[config.mk]
export PLATFORM = sky130hd
export DESIGN_NAME = debounce_repeat_array
export DESIGN_NICKNAME = d
export VERILOG_FILES = /design/src/rtl/debounce_repeat_array.sv
export SDC_FILE = /design/constraint.sdc
export NUM_CORES = 1
export LEC_CHECK = 0
export ABC_AREA = 1
export BUFFER_PORTS_ARGS = -buffer_cell sky130_fd_sc_hd__buf_2
export CAP_MARGIN = 20
export CORE_MARGIN = 2
export CORE_UTILIZATION = 46
export CTS_BUF_LIST = sky130_fd_sc_hd__clkbuf_8
export DETAILED_ROUTE_END_ITERATION = 8
export GPL_TIMING_DRIVEN = 0
export PLACE_DENSITY = 0.7
export SLEW_MARGIN = 40
export SYNTH_ARGS = -nofsm -noshare
export SYNTH_HDL_FRONTEND = slang
export SYNTH_SLANG_ARGS = --single-unit
[constraint.sdc]
create_clock -name clk -period 1.6 [get_ports clk]
set_input_delay 0.48 -clock clk [delete_from_list [all_inputs] [get_ports clk]]
set_output_delay 0.48 -clock clk [all_outputs]
set_load 0.03 [all_outputs]
[src/rtl/debounce_repeat_array.sv]
`default_nettype none
// ============================================================================
//  Module   : debounce_repeat_array
//  Function : N independent push-button channels, each with a 2-flop
//             synchronizer, a debounce FSM and an optional auto-repeat
//             generator.
//  Revision : 1.0 - initial release
// ============================================================================
module debounce_repeat_array #(
    parameter int             N               = 4,
    parameter int             DEBOUNCE_CYCLES = 1000000,
    parameter int             REPEAT_DELAY    = 30000000,
    parameter int             REPEAT_PERIOD   = 10000000,
    parameter logic [N-1:0]   REPEAT_MASK     = {N{1'b1}}
) (
    input  logic         clk,
    input  logic         reset,
    input  logic [N-1:0] noisy,
    output logic [N-1:0] debounced,
    output logic [N-1:0] press,
    output logic [N-1:0] release_pulse,
    output logic [N-1:0] action
);

    localparam int c_MAXP_A = (DEBOUNCE_CYCLES > REPEAT_DELAY) ? DEBOUNCE_CYCLES : REPEAT_DELAY;
    localparam int c_MAXP   = (c_MAXP_A > REPEAT_PERIOD) ? c_MAXP_A : REPEAT_PERIOD;
    localparam int c_CW     = $clog2(c_MAXP + 1);

    localparam logic [c_CW-1:0] c_DB_LAST = c_CW'(DEBOUNCE_CYCLES - 1);
    localparam logic [c_CW-1:0] c_RD_LAST = c_CW'(REPEAT_DELAY - 1);
    localparam logic [c_CW-1:0] c_RP_LAST = c_CW'(REPEAT_PERIOD - 1);

    localparam logic [1:0] c_IDLE      = 2'd0;
    localparam logic [1:0] c_ARMING    = 2'd1;
    localparam logic [1:0] c_PRESSED   = 2'd2;
    localparam logic [1:0] c_RELEASING = 2'd3;

    for (genvar i = 0; i < N; i++) begin : g_ch
        logic            r_sync1;
        logic            r_sync2;
        logic [1:0]      r_state;
        logic [1:0]      w_state_nxt;
        logic [c_CW-1:0] r_cnt;
        logic [c_CW-1:0] w_cnt_nxt;
        logic [c_CW-1:0] r_rcnt;
        logic            r_phase;
        logic            r_press;
        logic            r_release;
        logic            r_rep;
        logic            w_press_ev;
        logic            w_release_ev;
        logic            w_rep_run;
        logic            w_rep_hit;

        always_comb begin
            w_state_nxt  = r_state;
            w_cnt_nxt    = r_cnt;
            w_press_ev   = 1'b0;
            w_release_ev = 1'b0;
            case (r_state)
                c_IDLE: begin
                    if (r_sync2) begin
                        w_state_nxt = c_ARMING;
                        w_cnt_nxt   = '0;
                    end
                end
                c_ARMING: begin
                    if (!r_sync2) begin
                        w_state_nxt = c_IDLE;
                        w_cnt_nxt   = '0;
                    end else if (r_cnt == c_DB_LAST) begin
                        w_state_nxt = c_PRESSED;
                        w_cnt_nxt   = '0;
                        w_press_ev  = 1'b1;
                    end else begin
                        w_cnt_nxt = r_cnt + 1'b1;
                    end
                end
                c_PRESSED: begin
                    if (!r_sync2) begin
                        w_state_nxt = c_RELEASING;
                        w_cnt_nxt   = '0;
                    end
                end
                c_RELEASING: begin
                    // A bounce back to 1 resumes the press silently.
                    if (r_sync2) begin
                        w_state_nxt = c_PRESSED;
                        w_cnt_nxt   = '0;
                    end else if (r_cnt == c_DB_LAST) begin
                        w_state_nxt  = c_IDLE;
                        w_cnt_nxt    = '0;
                        w_release_ev = 1'b1;
                    end else begin
                        w_cnt_nxt = r_cnt + 1'b1;
                    end
                end
                default: begin
                    w_state_nxt = c_IDLE;
                    w_cnt_nxt   = '0;
                end
            endcase
        end

        // Repeat timer only runs while PRESSED, so time spent RELEASING shifts it.
        assign w_rep_run = REPEAT_MASK[i] && (r_state == c_PRESSED);
        assign w_rep_hit = w_rep_run && (r_phase ? (r_rcnt == c_RP_LAST)
                                                 : (r_rcnt == c_RD_LAST));

        always_ff @(posedge clk) begin
            if (reset) begin
                r_sync1   <= 1'b0;
                r_sync2   <= 1'b0;
                r_state   <= c_IDLE;
                r_cnt     <= '0;
                r_rcnt    <= '0;
                r_phase   <= 1'b0;
                r_press   <= 1'b0;
                r_release <= 1'b0;
                r_rep     <= 1'b0;
            end else begin
                r_sync1   <= noisy[i];
                r_sync2   <= r_sync1;
                r_state   <= w_state_nxt;
                r_cnt     <= w_cnt_nxt;
                r_press   <= w_press_ev;
                r_release <= w_release_ev;
                r_rep     <= w_rep_hit;
                if (w_press_ev) begin
                    r_rcnt  <= '0;
                    r_phase <= 1'b0;
                end else if (w_rep_hit) begin
                    r_rcnt  <= '0;
                    r_phase <= 1'b1;
                end else if (w_rep_run) begin
                    r_rcnt <= r_rcnt + 1'b1;
                end
            end
        end

        assign debounced[i]     = (r_state == c_PRESSED) || (r_state == c_RELEASING);
        assign press[i]         = r_press;
        assign release_pulse[i] = r_release;
        assign action[i]        = r_press | r_rep;
    end

endmodule
`default_nettype wire
==> metrics <==
run status finished, violations left; violations in the final reports negative setup slack; placed cell areas 13600 um2; clock slew at reported path FFs 0.05 ns; estimated wirelength of the detail-placed design 22500 um; maximum level of the CTS H-tree 2; Routed Wire Length 36600 um; I/O pin cnt 22; die height 172 um; total count of max-transition violations in the final report 0; cell chain of the critical path or2_4, buf_6; number of enable-type register cells in the synthesized netlist 0; number of buffers created by CTS 43; first-pass GRT wire length 57000 um; final core occ 0.630; Finish-stage setup viols 144; count of hold-fix buffers inserted at cts 0; area of the die 29700 um2; die extent in x 172 um; average instance area after synthesis 6.35 um2; Inserted Diodes 0; critical path's largest stage delay 0.31 ns; total nets after synthesis 2068; clock tree from TritonCTS yes; crit path time final 1.74 ns; cell at the slowest stage of the critical path sky130_fd_sc_hd__dfxtp_2; cell at the root of the clock tree sky130_fd_sc_hd__clkbuf_8; multi-input gate area in the final layout 8880 um2; Total Nets Final 2234; Cell Area, Synth 13000 um2; slew margin rel. 0.387; maximum vdd drop 0.000611 V; Yosys top cell by area sky130_fd_sc_hd__dfxtp_1; pin count of the biggest net entering global routing 12; proportion of synthesized chip area in sequential cells 0.356; final std cells w/o fill 2627; crit path capture type output port; placed cell count 2452; global routing usage summed across all routing layers 0.232; cell count after synthesis 2054; achievable frequency 576 MHz; CTS max path bufs 3; count of unique library cells instantiated by Yosys 40; total congestion overflow 0; cell leakage power 6.24 nW; Power Density 721 nW/um2; Filler Cell Count 2428; fraction of the cycle the final worst path needs 1.08; worst path buffer plus inverter count 1; most common cell after layout, fill and taps aside sky130_fd_sc_hd__nand2_1; via count of the first global-routing pass 12.3k; Synthesis Warnings 0; growth of design area from synthesis to finish 34.7%; worst endpoint required time 1.12 ns; number of violations of the max-capacitance limit 0; worst hold path type input pin to flop; fraction of registers with async set or reset after synthesis 0; 1st-iter DRT viols 1054; area of all placed cells without fillers 17600 um2; transition time at the pin with the least slew margin 0.919 ns; post-route DRC violation count 0; most frequently used flop master after synthesis sky130_fd_sc_hd__dfxtp_1; clock network latency to the later pin of the worst-skew pair 0.57 ns; Setup Crit Path Kind flop to output port; worst-case hold slack 0.115 ns; area occupied by registers 4760 um2; routability congestion estimate from global placement 0.899; hold violation count in the final report 0; Final Skew 0.0206 ns; placeable core area 27900 um2; cell family contributing the most delay on the critical path flip-flops; top library cells by usage in the layout, fill and taps aside 544 x sky130_fd_sc_hd__nand2_1, 230 x sky130_fd_sc_hd__inv_1, 215 x sky130_fd_sc_hd__nor2_1, 167 x sky130_fd_sc_hd__dfxtp_1, 131 x sky130_fd_sc_hd__nand3_1; Detail Route Antenna Nets 0; crit start category flop; # clock sinks 232; proportion of netlist area held by the largest area contributor 0.356; unrepaired setup endpoints after global routing yes; total via count in the routed design 13.6k; most area-consuming cells after synthesis sky130_fd_sc_hd__dfxtp_1 36%, sky130_fd_sc_hd__nand2_1 17%, sky130_fd_sc_hd__nor2_1 9.7%; Yosys reg bits 232; number of port buffers 20; data arrival time of the critical path 1.26 ns; starting density of the core 0.468; routed length per placed instance 13.9 um; number of iterations in the first detailed-routing pass 6; via density per instance 5.18; smallest setup slack after layout -0.136 ns; number of antenna violations at the first check in global routing 0; highest net fanout along the worst path 2; Core Rows 61; fraction of layout instances using a drive strength above 1 0.301
[metal layers]
| layer | vias to the layer above | GRT usage | part of all wire | wire length (um) |
|---|---|---|---|---|
| met5 | - | 0 | 0 | 0 |
| met3 | 94 | 0.0346 | 0.053 | 1930 |
| met2 | 381 | 0.398 | 0.49 | 17800 |
| li1 | 6812 | - | - | - |
| met1 | 6316 | 0.299 | 0.44 | 16000 |
| met4 | 0 | 0.0742 | 0.024 | 893 |
[state kept, by name, summed over array words and instances, names as in the netlist, named ones only]
name,flops
g_ch.r_cnt,100
g_ch.r_state,4
g_ch.r_sync1,4
g_ch.r_rep,4
g_ch.r_rcnt,100
g_ch.r_phase,4
g_ch.r_release,4
g_ch.r_sync2,4
g_ch.r_press,4
[repair_timing]
item                       CTS  global route
setup endpoints to repair  226           226
pin swaps                   44           117
resized for setup          238           403
gates cloned                10             4
buffers inserted            57            50
[tightest hold or removal path: stages]
cell	delay, ns
sky130_fd_sc_hd__buf_2	0.07
sky130_fd_sc_hd__inv_1	0.03
sky130_fd_sc_hd__nor2_1	0.06
[power by group]
| group | total, mW | switching (mW) | internal [mW] |
|---|---|---|---|
| clock | 6.24 | 2.58 | 3.66 |
| sequential | 5.81 | 0.0289 | 5.78 |
| combinational | 0.605 | 0.389 | 0.216 |
| total | 12.7 | 3.00 | 9.66 |
[final timing paths]
path | startpoint | endpoint | slack, ns | depth (start not counted)
setup reg to reg | g_ch[1].r_cnt[1] | g_ch[1].r_rcnt[3] | -0.11 | 9
hold reg to reg | g_ch[1].r_sync1 | g_ch[1].r_sync2 | 0.40 | 2
hold / removal | noisy[1] | g_ch[1].r_sync1 | 0.11 | 3
setup / recovery | g_ch[2].r_press | action[2] | -0.14 | 2
[layout make-up]
| class | count | share of cell area |
|---|---|---|
| plain buffers | 40 | 0.0181 |
| clock buffers | 57 | 0.0447 |
| clock inverters | 17 | 0.00891 |
| inverters | 238 | 0.0517 |
| multi-input cells | 1533 | 0.506 |
| flip-flops and latches | 232 | 0.271 |
| well taps | 378 | 0.0269 |
| repair buffers | 132 | 0.0731 |
[logic make-up after synthesis]
family,synth area share
buf+inv,0.0924
fa+ha+maj,0.00768
compound gates,0.0740
simple gates,0.420
flops,0.356
xor+xnor,0.0497
[cells in the mapped netlist, types with 13 or more instances]
master and count:
sky130_fd_sc_hd__a21oi_1 117, sky130_fd_sc_hd__buf_4 13, sky130_fd_sc_hd__clkbuf_1 17, sky130_fd_sc_hd__dfxtp_1 232, sky130_fd_sc_hd__inv_1 226, sky130_fd_sc_hd__nand2_1 590
sky130_fd_sc_hd__nand3_1 177, sky130_fd_sc_hd__nand4_1 31, sky130_fd_sc_hd__nor2_1 336, sky130_fd_sc_hd__nor2_2 24, sky130_fd_sc_hd__nor3_1 43, sky130_fd_sc_hd__o21ai_0 50
sky130_fd_sc_hd__xnor2_1 15, sky130_fd_sc_hd__xor2_1 59
[through the flow]
step                worst slack (ns)  power (mW)  TNS, ns
finish                        -0.136        12.7    -7.12
floorplan                     0.0169        6.20        0
detailed placement            -0.818        6.34   -76.16
CTS                           -0.168        12.7    -2.45
global route                  -0.177        13.1   -18.68
global placement              -0.789        6.34   -71.83
(Power assumes the default switching activity.)
